[config.mk]
export PLATFORM = sky130hd
export DESIGN_NAME = debug_run_controller
export DESIGN_NICKNAME = d
export VERILOG_FILES = /design/src/rtl/debug_run_controller.sv
export SDC_FILE = /design/constraint.sdc
export NUM_CORES = 1
export LEC_CHECK = 0
export CAP_MARGIN = 20
export CELL_PAD_IN_SITES_DETAIL_PLACEMENT = 1
export CELL_PAD_IN_SITES_GLOBAL_PLACEMENT = 1
export CORE_ASPECT_RATIO = 1.25
export CORE_MARGIN = 4
export CORE_UTILIZATION = 26
export DETAILED_ROUTE_END_ITERATION = 10
export HOLD_SLACK_MARGIN = 0.05
export PLACE_DENSITY_LB_ADDON = 0.3
export REMOVE_ABC_BUFFERS = 1
export SLEW_MARGIN = 20
export SYNTH_ARGS = -nofsm -noshare
export SYNTH_HDL_FRONTEND = slang
export SYNTH_SLANG_ARGS = --single-unit
export TNS_END_PERCENT = 20
[constraint.sdc]
create_clock -name CLK -period 2.1 [get_ports CLK]
set_input_delay 0.63 -clock CLK [delete_from_list [all_inputs] [get_ports CLK]]
set_output_delay 0.63 -clock CLK [all_outputs]
set_load 0.005 [all_outputs]
[src/rtl/debug_run_controller.sv]
// Debug run/halt/step sequencer driving the phase decoder's DEBUG_STOPX.
// Ports: CLK/RESET, CMD_VALID/CMD/CMD_READY command handshake,
//   PC/FETCH/COMMIT/STOPPED from the decoder, DEBUG_STOPX to it,
//   HALTED/STEP_DONE/BREAK_HIT/INSTR_COUNT status, BP_* table writes.
// Build option: define DEBUG_BREAKPOINT_EN to build the PC breakpoint table.
module debug_run_controller #(
  parameter int NUM_BP     = 4,
  parameter int COUNT_W    = 16,
  parameter int RESET_HALT = 1
) (
  input  logic               CLK,
  input  logic               RESET,
  input  logic               CMD_VALID,
  input  logic [1:0]         CMD,
  output logic               CMD_READY,
  input  logic [15:0]        PC,
  input  logic               FETCH,
  input  logic               COMMIT,
  input  logic               STOPPED,
  output logic               DEBUG_STOPX,
  output logic               HALTED,
  output logic               STEP_DONE,
  output logic               BREAK_HIT,
  output logic [COUNT_W-1:0] INSTR_COUNT,
  input  logic               BP_WE,
  input  logic [2:0]         BP_SEL,
  input  logic [15:0]        BP_ADDR,
  input  logic               BP_ENA
);

  localparam logic [1:0] CMD_HALT = 2'b01;
  localparam logic [1:0] CMD_RUN  = 2'b10;
  localparam logic [1:0] CMD_STEP = 2'b11;

  typedef enum logic [1:0] {
    S_RUNNING,
    S_HALTING,
    S_HALTED,
    S_STEP_LAUNCH
  } state_t;

  localparam state_t RST_STATE =
    (RESET_HALT != 0) ? S_HALTING : S_RUNNING;

  state_t state, state_n;

  logic               fetch_q, commit_q;
  logic               fetch_e, commit_e;
  logic               step_flag;
  logic               step_done_q;
  logic               break_hit_q;
  logic [COUNT_W-1:0] count_q;
  logic               bp_match;

  logic stopx, ready, halted;
  logic clr, set_bh, set_step, step_done_n;

  // FETCH/COMMIT are levels held through stalls; act on the rising edge only.
  assign fetch_e  = FETCH & ~fetch_q;
  assign commit_e = COMMIT & ~commit_q;

`ifdef DEBUG_BREAKPOINT_EN
  logic [15:0] bp_addr_q [NUM_BP];
  logic        bp_ena_q  [NUM_BP];

  always_ff @(posedge CLK) begin
    for (int i = 0; i < NUM_BP; i++) begin
      if (RESET) begin
        bp_addr_q[i] <= '0;
        bp_ena_q[i]  <= 1'b0;
      end else if (BP_WE && BP_SEL == 3'(i)) begin
        bp_addr_q[i] <= BP_ADDR;
        bp_ena_q[i]  <= BP_ENA;
      end
    end
  end

  // Reads the registered table, so a same-cycle write sees the old entry.
  always_comb begin
    bp_match = 1'b0;
    for (int i = 0; i < NUM_BP; i++) begin
      if (bp_ena_q[i] && bp_addr_q[i] == PC) bp_match = 1'b1;
    end
    bp_match = bp_match & fetch_e;
  end

  assign BREAK_HIT = break_hit_q;
`else
  logic unused_bp;
  assign unused_bp = ^{PC, BP_WE, BP_SEL, BP_ADDR, BP_ENA, break_hit_q};
  assign bp_match  = 1'b0;
  assign BREAK_HIT = 1'b0;
`endif

  always_comb begin
    state_n     = state;
    stopx       = 1'b1;
    ready       = 1'b0;
    halted      = 1'b0;
    clr         = 1'b0;
    set_bh      = 1'b0;
    set_step    = 1'b0;
    step_done_n = 1'b0;
    unique case (state)
      S_RUNNING: begin
        stopx = 1'b0;
        ready = 1'b1;
        if (bp_match) begin
          state_n = S_HALTING;
          set_bh  = 1'b1;
        end else if (CMD_VALID && CMD == CMD_HALT) begin
          state_n = S_HALTING;
        end
      end
      S_HALTING: begin
        if (STOPPED) begin
          state_n     = S_HALTED;
          step_done_n = step_flag;
        end
      end
      S_HALTED: begin
        halted = 1'b1;
        ready  = 1'b1;
        if (CMD_VALID && CMD == CMD_RUN) begin
          state_n = S_RUNNING;
          clr     = 1'b1;
        end else if (CMD_VALID && CMD == CMD_STEP) begin
          state_n = S_STEP_LAUNCH;
          clr     = 1'b1;
        end
      end
      S_STEP_LAUNCH: begin
        // Re-stop on the fetch edge so only this instruction commits.
        stopx = 1'b0;
        if (fetch_e) begin
          state_n  = S_HALTING;
          set_step = 1'b1;
        end
      end
      default: state_n = RST_STATE;
    endcase
  end

  always_ff @(posedge CLK) begin
    if (RESET) begin
      state       <= RST_STATE;
      fetch_q     <= 1'b0;
      commit_q    <= 1'b0;
      step_flag   <= 1'b0;
      step_done_q <= 1'b0;
      break_hit_q <= 1'b0;
      count_q     <= '0;
    end else begin
      state       <= state_n;
      fetch_q     <= FETCH;
      commit_q    <= COMMIT;
      step_done_q <= step_done_n;
      if (set_step)
        step_flag <= 1'b1;
      else if (state == S_HALTING && STOPPED)
        step_flag <= 1'b0;
      if (clr)
        break_hit_q <= 1'b0;
      else if (set_bh)
        break_hit_q <= 1'b1;
      if (clr)
        count_q <= '0;
      else if (commit_e && count_q != '1)
        count_q <= count_q + COUNT_W'(1);
    end
  end

  assign DEBUG_STOPX = stopx;
  assign CMD_READY   = ready;
  assign HALTED      = halted;
  assign STEP_DONE   = step_done_q;
  assign INSTR_COUNT = count_q;

endmodule

==> results.sh <==
export IMPL_die_h_um=83.6
export IMPL_rows=27
export IMPL_grt_setup_unrepaired="no"
export IMPL_outcome="finished, final reports clean"
export IMPL_r2r_setup_slack_ns=0.23
export IMPL_routabilityCongestion=0.794
export IMPL_grt_overflow=0
export IMPL_numCtsBuffers=3
export IMPL_track_usage_pct=14.3
export IMPL_antenna_found_initial=0
export IMPL_clock_latency_ns=0.27
export IMPL_cts_clk_slew_worst_paths_ns=0.08
export IMPL_synthCells=144
export IMPL_wl_mm=3.86
export IMPL_h_tree_depth=1
export IMPL_cap_violations=0
export IMPL_ant_nets=0
export IMPL_netlist_area_um2=1190
export IMPL_fmax_mhz=501
export IMPL_r2r_cells=4
export IMPL_worst_path_dominant_cell_family="flip-flops"
export IMPL_hold_violations=0
export IMPL_worstHoldPathType="flop to flop"
export IMPL_synth_top_area_share_pct=37.0
export IMPL_cp_required_ns=1.47
export IMPL_dieArea_um2=5730
export IMPL_fin_crit_ns=1.99
export IMPL_r2r_start="INSTR_COUNT[6]$_SDFFE_PP0P_"
export IMPL_boundaryPins=66
export IMPL_max_stage_delay_ns=0.35
export IMPL_grt_pass1_wl_mm=6.49
export IMPL_hold_path_end="STEP_DONE$_SDFF_PP0_"
export IMPL_grt_pass1_vias=1383
export IMPL_holdPathStages=1
export IMPL_dp_hpwl_mm=2.98
export IMPL_r2r_end="INSTR_COUNT[15]$_SDFFE_PP0P_"
export IMPL_start_kind="flop"
export IMPL_crit_path_top_delay_cell="dfxtp_4"
export IMPL_cts_tree="built"
export IMPL_dp_cells=240
export IMPL_timing_final_crit_share_pct=95.0
export IMPL_synth_top_cell_by_area="dfxtp_1"
export IMPL_grt_max_degree=13
export IMPL_slew_violations=0
export IMPL_critical_path_class="flop to output port"
export IMPL_path_max_fanout=3
export IMPL_fin_ws_ns=0.106
export IMPL_arrival_ns=1.36
export IMPL_critPathBufInv=2
export IMPL_setup_tns_ns=0
export IMPL_place_ws_ns=-0.449
export IMPL_drc=0
export IMPL_drt_iter0_drc=34
export IMPL_vdd_ir_drop_max_mv=0.314
export IMPL_dr_total_vias=1300
export IMPL_power_leakage_nw=0.617
export IMPL_clkSinkCount=22
export IMPL_nets=239
export IMPL_ys_warn_count=0
export IMPL_fin_skew_ns=0.00903
export IMPL_via_per_inst=5.31
export IMPL_hold_buffers=0
export IMPL_port_buffers=27
export IMPL_powerDensity_nw_per_um2=613
export IMPL_die_w_um=68.5
export IMPL_routedWlPerCell_um=15.8
export IMPL_yosys_top_cells_area="dfxtp_1 37%, ha_1 5.3%, or4_1 5.0%, nand2_1 4.4%, a21oi_1 4.2%"
export IMPL_cts_max_path_buffers=2
export IMPL_clockRootBuffer="clkbuf_8"
export IMPL_ys_types=38
export IMPL_drt_first_pass_iters=4
export IMPL_setup_violations=0
export IMPL_fin_cells=245
export IMPL_synth_seq_cells=22
export IMPL_core_um2=4430
export IMPL_finish_utilization_pct=38.3
export IMPL_drive_gt1_share_pct=16.6
export IMPL_antennaDiodeCount=0
export IMPL_cp_end_kind="output port"
export IMPL_fin_area_um2=1700
export IMPL_start_util_pct=26.9
export IMPL_hp_start="step_flag$_SDFFE_PP0P_"
export IMPL_worstPathCellList="inv_2 > ha_2 > or2_2 > clkdlybuf4s15_1"
export IMPL_synth_avg_cell_area_um2=8.26
export IMPL_postPlaceCellArea_um2=1630
export IMPL_yosysSeqAreaShare_pct=37.0
export IMPL_synthToLayoutAreaGrowth_pct=42.6
registers in the layout, indices dropped and copies added, names as in the netlist:
signal	cells
INSTR_COUNT	16
STEP_DONE	1
commit_q	1
fetch_q	1
state	2
step_flag	1
worst register-to-register path, cell delays in order (launching register included):
cell and delay, ns:
dfxtp_1 0.45, nand4_2 0.19, or4_4 0.60, or4_1 0.49, o21ai_0 0.08
synthesized netlist by cell type (all sizes together):
master,number
or4,8
a31oi,1
nor4,3
o21a,2
ha,5
o2111ai,3
conb,1
and3,3
a2bb2oi,1
o311ai,1
nor3b,1
dfxtp,22
nand4bb,1
o211ai,2
o41ai,2
a21oi,10
o31ai,1
nand2b,3
o31a,1
nor3,3
buf,1
nand2,14
nand3,6
a31o,1
inv,5
nor2,7
nor2b,5
mux2i,1
and4,3
or3,4
a311o,1
or2,1
o21ai,10
a211o,1
nand4,5
clkbuf,5
logic make-up (layout without fill, tap and decap cells):
logic type,Yosys count,count (layout),share of synthesized area [%]
AOI/OAI and AO/OA,37,37,20.3
other,1,1,0.315
buffers and inverters,11,54,3.89
muxes,1,1,0.841
adders and majority gates,5,5,5.26
DFF,22,22,37.0
and+or+nand+nor,67,67,32.4
what timing repair did:
| action | in CTS | in global routing |
|---|---|---|
| hold endpoints to repair | 0 | 0 |
| pin swaps | 1 | 0 |
| setup endpoints to repair | 7 | 1 |
| buffers inserted | 0 | 2 |
| gates resized for setup | 9 | 3 |
cells in the final DEF (no fill, tap or decap), types with 2 or more instances in the layout:
master,Yosys,final
a21oi_1,10,10
and3_1,3,3
and4_1,3,3
buf_4,1,19
clkbuf_8,0,3
clkdlybuf4s50_1,0,23
dfxtp_1,22,20
dlygate4sd2_1,0,3
ha_1,5,4
inv_1,5,3
inv_2,0,2
nand2_1,14,14
nand2b_1,3,3
nand3_1,6,6
nand4_1,4,4
nor2_1,7,7
nor2b_1,5,5
nor3_1,3,3
nor4_1,3,3
o2111ai_1,3,3
o211ai_1,2,2
o21a_1,2,2
o21ai_0,10,10
o41ai_1,2,2
or3_1,4,4
or4_1,8,7
report_power, final:
group	switching, mW	internal, mW	leakage (nW)
clock network	0.142	0.128	0.0216
logic	0.148	0.163	0.417
registers	0.0164	0.444	0.179
how the worst max path moves through the flow:
| stage | start | to | slack [ns] | cells after the start |
|---|---|---|---|---|
| 5_1_grt | state[0]$_SDFFE_PP1P_ | CMD_READY | 0.05 | 4 |
| 3_3_place_gp | COMMIT | INSTR_COUNT[13]$_SDFFE_PP0P_ | -0.40 | 5 |
| 2_1_floorplan | INSTR_COUNT[0]$_SDFFE_PP0P_ | INSTR_COUNT[3]$_SDFFE_PP0P_ | -0.03 | 5 |
| 3_5_place_dp | COMMIT | INSTR_COUNT[15]$_SDFFE_PP0P_ | -0.45 | 5 |
| 6_report | state[0]$_SDFFE_PP1P_ | CMD_READY | 0.11 | 4 |
| 4_1_cts | state[0]$_SDFFE_PP1P_ | CMD_READY | 0.01 | 4 |
final cells by class:
cell class	instances	area (um^2)
flip-flops and latches	22	445
clock buffers	3	41.3
fillers	546	2730
inverters	5	18.8
well taps	58	72.6
multi-input cells	111	709
repair buffers	46	409
layer usage:
layer  vias to the layer above  share of wire [%]  track usage, %  routed length, um
met5                         -                  0               0                  0
li1                        630                  -               -                  -
met2                        23                 52            24.8               2030
met1                       643                 43            17.5               1670
met3                         4                3.8            2.16                145
met4                         0               0.60            3.98                 23
stage by stage:
step,power (mW),hold slack [ns]
3_5_place_dp,0.771,0.490
5_1_grt,1.10,0.509
3_3_place_gp,0.751,0.460
2_1_floorplan,0.612,0.447
6_report,1.04,0.497
4_1_cts,1.03,0.502
Power figures use the tool's default switching activity.
